--- config.mk ---
export PLATFORM = sky130hd
export DESIGN_NAME = sample_chk_fifo
export DESIGN_NICKNAME = d
export VERILOG_FILES = /design/src/rtl/sample_chk_pkg.sv /design/src/rtl/sample_chk_fifo.sv
export SDC_FILE = /design/constraint.sdc
export NUM_CORES = 1
export LEC_CHECK = 0
export CORE_UTILIZATION = 35
export CTS_CLUSTER_DIAMETER = 40
export DETAILED_ROUTE_END_ITERATION = 6
export PLACE_DENSITY = 0.61
export REMOVE_ABC_BUFFERS = 1
export SLEW_MARGIN = 10
export SYNTH_ARGS = -nofsm -noshare
export SYNTH_HDL_FRONTEND = slang
export SYNTH_SLANG_ARGS = --single-unit
--- constraint.sdc ---
create_clock -name clk -period 2.93 [get_ports clk]
set_input_delay 0.4395 -clock clk [delete_from_list [all_inputs] [get_ports clk]]
set_output_delay 0.4395 -clock clk [all_outputs]
set_load 0.005 [all_outputs]
--- src/rtl/sample_chk_pkg.sv ---
// Shared types and helpers for the sample checker: FSM state encoding and sizing functions.
package sample_chk_pkg;

    typedef enum logic [1:0] {
        StIdle = 2'd0,
        StRun  = 2'd1,
        StDone = 2'd2
    } chk_state_e;

    // Pointer width carries one extra MSB so full and empty can be told apart.
    function automatic int unsigned ptr_w(input int unsigned depth);
        return $clog2(depth) + 1;
    endfunction

    function automatic logic [31:0] all_ones(input int unsigned width);
        return (width >= 32) ? 32'hFFFF_FFFF : ((32'd1 << width) - 32'd1);
    endfunction

endpackage

--- src/rtl/sample_chk_fifo.sv ---
// Expected-vector FIFO: DEPTH x DATA_W, synchronous push/pop with flush and simultaneous push+pop when full.
module sample_chk_fifo
    import sample_chk_pkg::*;
#(
    parameter int unsigned DATA_W = 2,
    parameter int unsigned DEPTH  = 4
) (
    input  logic              clk,
    input  logic              rst_n,
    input  logic              flush,
    input  logic              push,
    input  logic [DATA_W-1:0] wdata,
    input  logic              pop,
    output logic [DATA_W-1:0] rdata,
    output logic              full,
    output logic              empty
);

    localparam int unsigned PtrW = ptr_w(DEPTH);
    localparam int unsigned AddrW = PtrW - 1;

    logic [DATA_W-1:0] mem [DEPTH];
    logic [PtrW-1:0]   wptr_q, wptr_d;
    logic [PtrW-1:0]   rptr_q, rptr_d;
    logic              do_push;
    logic              do_pop;

    assign empty = (wptr_q == rptr_q);
    assign full  = (wptr_q[AddrW] != rptr_q[AddrW]) &&
                   (wptr_q[AddrW-1:0] == rptr_q[AddrW-1:0]);
    assign rdata = mem[rptr_q[AddrW-1:0]];

    assign do_pop  = pop && !empty;
    assign do_push = push && (!full || do_pop);

    always_comb begin
        wptr_d = wptr_q;
        rptr_d = rptr_q;
        if (flush) begin
            wptr_d = '0;
            rptr_d = '0;
        end else begin
            if (do_push) wptr_d = wptr_q + 1'b1;
            if (do_pop)  rptr_d = rptr_q + 1'b1;
        end
    end

    always_ff @(posedge clk or negedge rst_n) begin
        if (!rst_n) begin
            wptr_q <= '0;
            rptr_q <= '0;
        end else begin
            wptr_q <= wptr_d;
            rptr_q <= rptr_d;
        end
    end

    // Storage needs no reset: contents are only read through valid pointers.
    always_ff @(posedge clk) begin
        if (do_push && !flush) begin
            mem[wptr_q[AddrW-1:0]] <= wdata;
        end
    end

endmodule

==> results of run 1 <==
-- worst min-delay path by stage --
stage / start / endpoint / depth (start not counted)
floorplan: rst_n / rptr_q[0] / 0
global placement: wptr_q[1] / wptr_q[1] / 2
detailed placement: rptr_q[2] / rptr_q[2] / 2
CTS: rst_n / rptr_q[2] / 1
global route: rst_n / rptr_q[2] / 1
finish: rst_n / rptr_q[2] / 1
-- registers in the layout, summed over array words and instances (netlist names) --
| signal | count |
|---|---|
| mem | 8 |
| wptr_q | 3 |
| rptr_q | 3 |
-- power groups by stage --
stage	logic [W]	clock network (W)	registers [W]
finish	0.000139	0.000114	0.000243
global route	0.000155	0.000127	0.000246
CTS	0.000142	0.000119	0.000244
detailed placement	0.000141	0	0.000248
global placement	0.000141	0	0.000247
floorplan	0.0000850	0	0.000243
-- metal layers --
layer	part of all wire [%]	vias up	GRT usage [%]
met4	2.2	0	7.143
met2	47	5	19.33
met1	48	255	16.89
met5	0	-	0
met3	2.6	4	4.630
li1	-	258	-
-- stage by stage --
| step | area (um2) | utilization, % | total power (W) | cells | hold WS [ns] |
|---|---|---|---|---|---|
| after floorplan | 799.5 | - | 0.0003280 | 63 | 0.1439 |
| after global placement | 934.6 | 42.66 | 0.0003882 | 101 | 0.6441 |
| after detailed placement | 934.6 | 42.66 | 0.0003888 | 101 | 0.6521 |
| after CTS | 960.9 | 43.86 | 0.0005041 | 105 | 0.4076 |
| after global routing | 960.9 | 43.86 | 0.0005285 | 105 | 0.4113 |
| final | 960.9 | 43.86 | 0.0004969 | 105 | 0.3996 |
-- placed cells by master, fill, tap and decap left out, drive strengths merged, types with 4 or more instances in the layout --
master / netlist / routed
nor2: 5 / 5
nor3b: 4 / 4
inv: 5 / 5
nand2b: 4 / 4
dfrtp: 6 / 6
ha: 5 / 5
edfxtp: 8 / 8
clkdlybuf4s50: 0 / 10
-- cell families (layout without fill, tap and decap cells) --
group,after synthesis,count (layout),synth area share [%]
AND/OR/NAND/NOR,19,19,13.47
flip-flops,14,14,48.30
AO/OA/AOI/OAI,7,7,8.361
multiplexers,7,7,12.23
buffers and inverters,7,19,3.405
XOR/XNOR,6,6,6.503
adder cells (fa/ha/maj),5,5,7.740
-- area by class of cell --
cell class	instances	area [um2]	area share [%]
timing repair buffer	10	100.1	10.42
multi-input combinational	44	390.4	40.62
inverter	5	18.77	1.953
clock inverter	1	3.754	0.3906
sequential	14	390.4	40.62
clock buffer	3	22.52	2.344
tap	28	35.03	3.646
==> results_dict.tcl, run 1 <==
set metrics [dict create \
    fillerInstances 216 \
    die_height_um 50.06 \
    slew_violations 0 \
    arrival_ns 1.86 \
    place_hpwl_um 1050 \
    wl_per_cell_um 12.66 \
    fin_skew_ns 0.004204 \
    synth_area_um2 808.3 \
    synth_top_cells_by_area "edfxtp_1, dfrtp_1, ha_1, mux4_2, mux2_1" \
    yosys.area.top_type "edfxtp_1" \
    p_sw_share_pct 29.60 \
    synth_common_cells "edfxtp_1, dfrtp_1, ha_1, inv_1, nor2_1" \
    via_count 522 \
    path_buf_inv 2 \
    rsz0062_at_grt "no" \
    dr.pass1.iters 2 \
    critPathTopFamily "buffers and inverters" \
    layout-drive-gt1-share_pct 7.792 \
    place_ws_ns 0.9575 \
    grt_max_degree 18 \
    ir_worst_vdd_mv 0.2862 \
    synth_top_area_share_pct 29.72 \
    cts_max_level 1 \
    via_per_inst 4.971 \
    yosysMostFrequentCell "edfxtp_1" \
    ys_seq_elements 14 \
    r2r_start "rptr_q[2]" \
    net-switching-power_w 0.0001471 \
    startpoint_type "flip-flop" \
    critical_path.max_stage_delay_ns 0.49 \
    crit_type "flip-flop to primary output" \
    r2r_end "mem[0][0]" \
    seqPwrFrac_pct 49.0 \
    cts_setup_buffers 0 \
    setup.worst_path.end "empty" \
    track_usage_pct 13.24 \
    required_ns 2.49 \
    crit_cells 4 \
    pwr-share-comb_pct 28.1 \
    grt_pass1_vias 537 \
    clock_sinks 14 \
    ys_seq_area_share_pct 48.30 \
    syn_inst 65 \
    maxSlewHeadroom_pct 64.55 \
    place.gp.congestion 0.7967 \
    numCtsBuffers 3 \
    reg2regPathDepth 3 \
    grt_overflow 0 \
    hold_buffers 0 \
    p_leak_nw 0.3852 \
    cts_tree "built" \
    critPathLaunch "rptr_q[2]" \
    clkLatencyLatePin_ns 0.28 \
    clockRootBuffer "clkbuf_4" \
    synth-edff-count 8 \
    ios 11 \
    clockBufferDepth 2 \
    drtIter0Drc 4 \
    min_path_type "input pin to async pin" \
    setup_tns_ns 0 \
    critPathMaxFanout 5 \
    grt_pass1_wl_um 2366 \
    synthArstFlopShare_pct 42.86 \
    setup_slack_ns 0.6324 \
    path_cells "xnor2_1 > nand3_1 > inv_1 > clkdlybuf4s50_1" \
    drc 0 \
    tightestPinTransition_ns 0.5301 \
    area_growth_pct 18.89 \
    start_util_pct 36.89 \
    diodes 0 \
    synth_top_flop_cell "edfxtp_1" \
    fmax_mhz 435.2 \
    status "completed" \
    ys_warn_count 0 \
    p_clk_share_pct 22.9 \
    maxCapViolCount 0 \
    finalCriticalPeriod_ns 2.298 \
    hold_viol_final 0 \
    setup_viol 0 \
    rows 17 \
    final_nets 90 \
    ant_nets 0 \
    period_share_pct 78.42 \
    crit_slowest_cell "clkdlybuf4s50_1" \
    port_buffers 10 \
    endpoint_kind "primary output" \
    grt_antenna_before_repair 0 \
    synth_area_per_cell_um2 12.44 \
    powerDensity_nw_per_um2 517.1 \
    yosysUniqueCellTypes 25 \
    dieArea_um2 2506 \
    r2r_slack_ns 1.18 \
    p_int_w 0.0003499 \
    die_x_um 50.06 \
    wl_um 1329 \
    core-area_um2 2191 \
    cts_resized 0 \
    cts.reportedPaths.clkPinSlew_ns 0.09 \
]
(Power assumes the default switching activity.)
==> run 2, diff against run 1 <==
==> constraint.sdc (replaced) <==
create_clock -name clk -period 2.4 [get_ports clk]
set_input_delay 0.36 -clock clk [delete_from_list [all_inputs] [get_ports clk]]
set_output_delay 0.36 -clock clk [all_outputs]
set_load 0.005 [all_outputs]
==> results_dict.tcl, run 2 (synthesized netlist as in run 1, its figures left out) <==
set metrics [dict create \
    status "completed" \
    dr.pass1.iters 4 \
    grt_overflow 0 \
    slew_violations 0 \
    setup_tns_ns 0 \
    largest_reg_flops 8 \
    ios 11 \
    arrival_ns 1.86 \
    rsz0062_at_grt "no" \
    endpoint_kind "primary output" \
    cts.reportedPaths.clkPinSlew_ns 0.09 \
    via_count 535 \
    grt_antenna_before_repair 0 \
    clockRootBuffer "clkbuf_4" \
    wl_um 1359 \
    layout-drive-gt1-share_pct 8.974 \
    place.gp.congestion 0.7940 \
    grt_pass1_wl_um 2235 \
    tightestPinTransition_ns 0.4576 \
    ir_worst_vdd_mv 0.3071 \
    via_per_inst 5.047 \
    die_height_um 50.06 \
    drc 0 \
    maxCapViolCount 0 \
    numCtsBuffers 3 \
    fin_skew_ns 0.006156 \
    startpoint_type "flip-flop" \
    hold_ws_ns 0.3268 \
    hold_viol_final 0 \
    final_cell_mix "clkdlybuf4s50_1, edfxtp_1, dfrtp_1" \
    port_buffers 10 \
    ant_nets 0 \
    setup_viol 0 \
    fmax_mhz 451.2 \
    cts_tree "built" \
    critPathMaxFanout 5 \
    cts_resized 0 \
    reg2regPathDepth 3 \
    core-area_um2 2191 \
    crit_type "flip-flop to primary output" \
    maxSlewHeadroom_pct 69.28 \
    powerDensity_nw_per_um2 625.9 \
    rows 17 \
    track_usage_pct 12.70 \
    place_hpwl_um 1089 \
    area_growth_pct 19.81 \
    clkLatencyLatePin_ns 0.28 \
    die_x_um 50.06 \
    clockBufferDepth 2 \
    wl_per_cell_um 12.82 \
    min_path_type "input pin to async pin" \
    diodes 0 \
    grt_max_degree 11 \
    final_nets 91 \
    p_total_w 0.0006062 \
    p_leak_nw 0.3900 \
    required_ns 2.04 \
    layout_commonest_cell "clkdlybuf4s50_1" \
    start_util_pct 36.89 \
    cts_setup_buffers 0 \
    finalCriticalPeriod_ns 2.216 \
    fillerInstances 222 \
    dieArea_um2 2506 \
    grt_pass1_vias 511 \
    hold_buffers 0 \
    cts_max_level 1 \
    period_share_pct 92.35 \
    clock_sinks 14 \
    drtIter0Drc 15 \
]
==> run 2: cell count changes in the layout (fill, tap and decap cells not counted), sizes merged <==
cell / change
buf: +1
==> run 2: final timing paths <==
check | slack [ns] | startpoint | endpoint
worst min-delay path | 0.33 | rst_n | rptr_q[2]
min in group clk | 0.66 | rptr_q[2] | rptr_q[2]
worst max register to register | 0.65 | rptr_q[2] | mem[0][0]
worst min register to register | 0.66 | rptr_q[2] | rptr_q[2]
worst max-delay path | 0.18 | rptr_q[2] | empty
max in group asynchronous | 1.83 | rst_n | wptr_q[1]
==> run 2: layer usage <==
| metal | global-route usage [%] | part of all wire, % |
|---|---|---|
| met2 | 18.89 | 47 |
| met3 | 5.556 | 3.2 |
| met5 | 0 | 0 |
| met4 | 5.714 | 1.3 |
| met1 | 15.67 | 49 |
==> run 2: final cells by class <==
class	count	area, um2	area share (%)
sequential	14	390.4	40.31
multi-input combinational	44	390.4	40.31
timing repair buffer	11	107.6	11.11
tap	28	35.03	3.618
clock buffer	3	22.52	2.326
clock inverter	1	3.754	0.3876
inverter	5	18.77	1.938
==> run 2: where the power goes <==
| part | switching, W | total, W | internal (W) | leakage [nW] |
|---|---|---|---|---|
| clock network | 0.0000758 | 0.000136 | 0.0000603 | 0.0154 |
| registers | 0.0000272 | 0.000297 | 0.000270 | 0.154 |
| logic | 0.0000747 | 0.000173 | 0.0000980 | 0.220 |
==> run 2: critical path, cell delays in order (launching register included) <==
cell and delay, ns:
dfrtp_1 0.43, xnor2_1 0.42, nand3_1 0.16, inv_1 0.08
clkdlybuf4s50_1 0.49
==> run 2: metrics by stage <==
step	setup WS (ns)	util, %	std cells	area [um2]
floorplan	0.8955	-	63	799.5
global placement	0.4873	43.00	102	942.2
detailed placement	0.4855	43.00	102	942.2
CTS	0.1641	44.20	106	968.4
global route	0.03913	44.20	106	968.4
finish	0.1835	44.20	106	968.4
==> run 3, diff against run 2 <==
--- a/config.mk
+++ b/config.mk
@@ -7,6 +7,7 @@
 export LEC_CHECK = 0
 export CORE_UTILIZATION = 35
 export CTS_CLUSTER_DIAMETER = 40
+export CTS_CLUSTER_SIZE = 24
 export DETAILED_ROUTE_END_ITERATION = 6
 export PLACE_DENSITY = 0.61
 export REMOVE_ABC_BUFFERS = 1
==> results of run 3 <==
No change in the layout: final DEF, timing and power equal those of run 2.
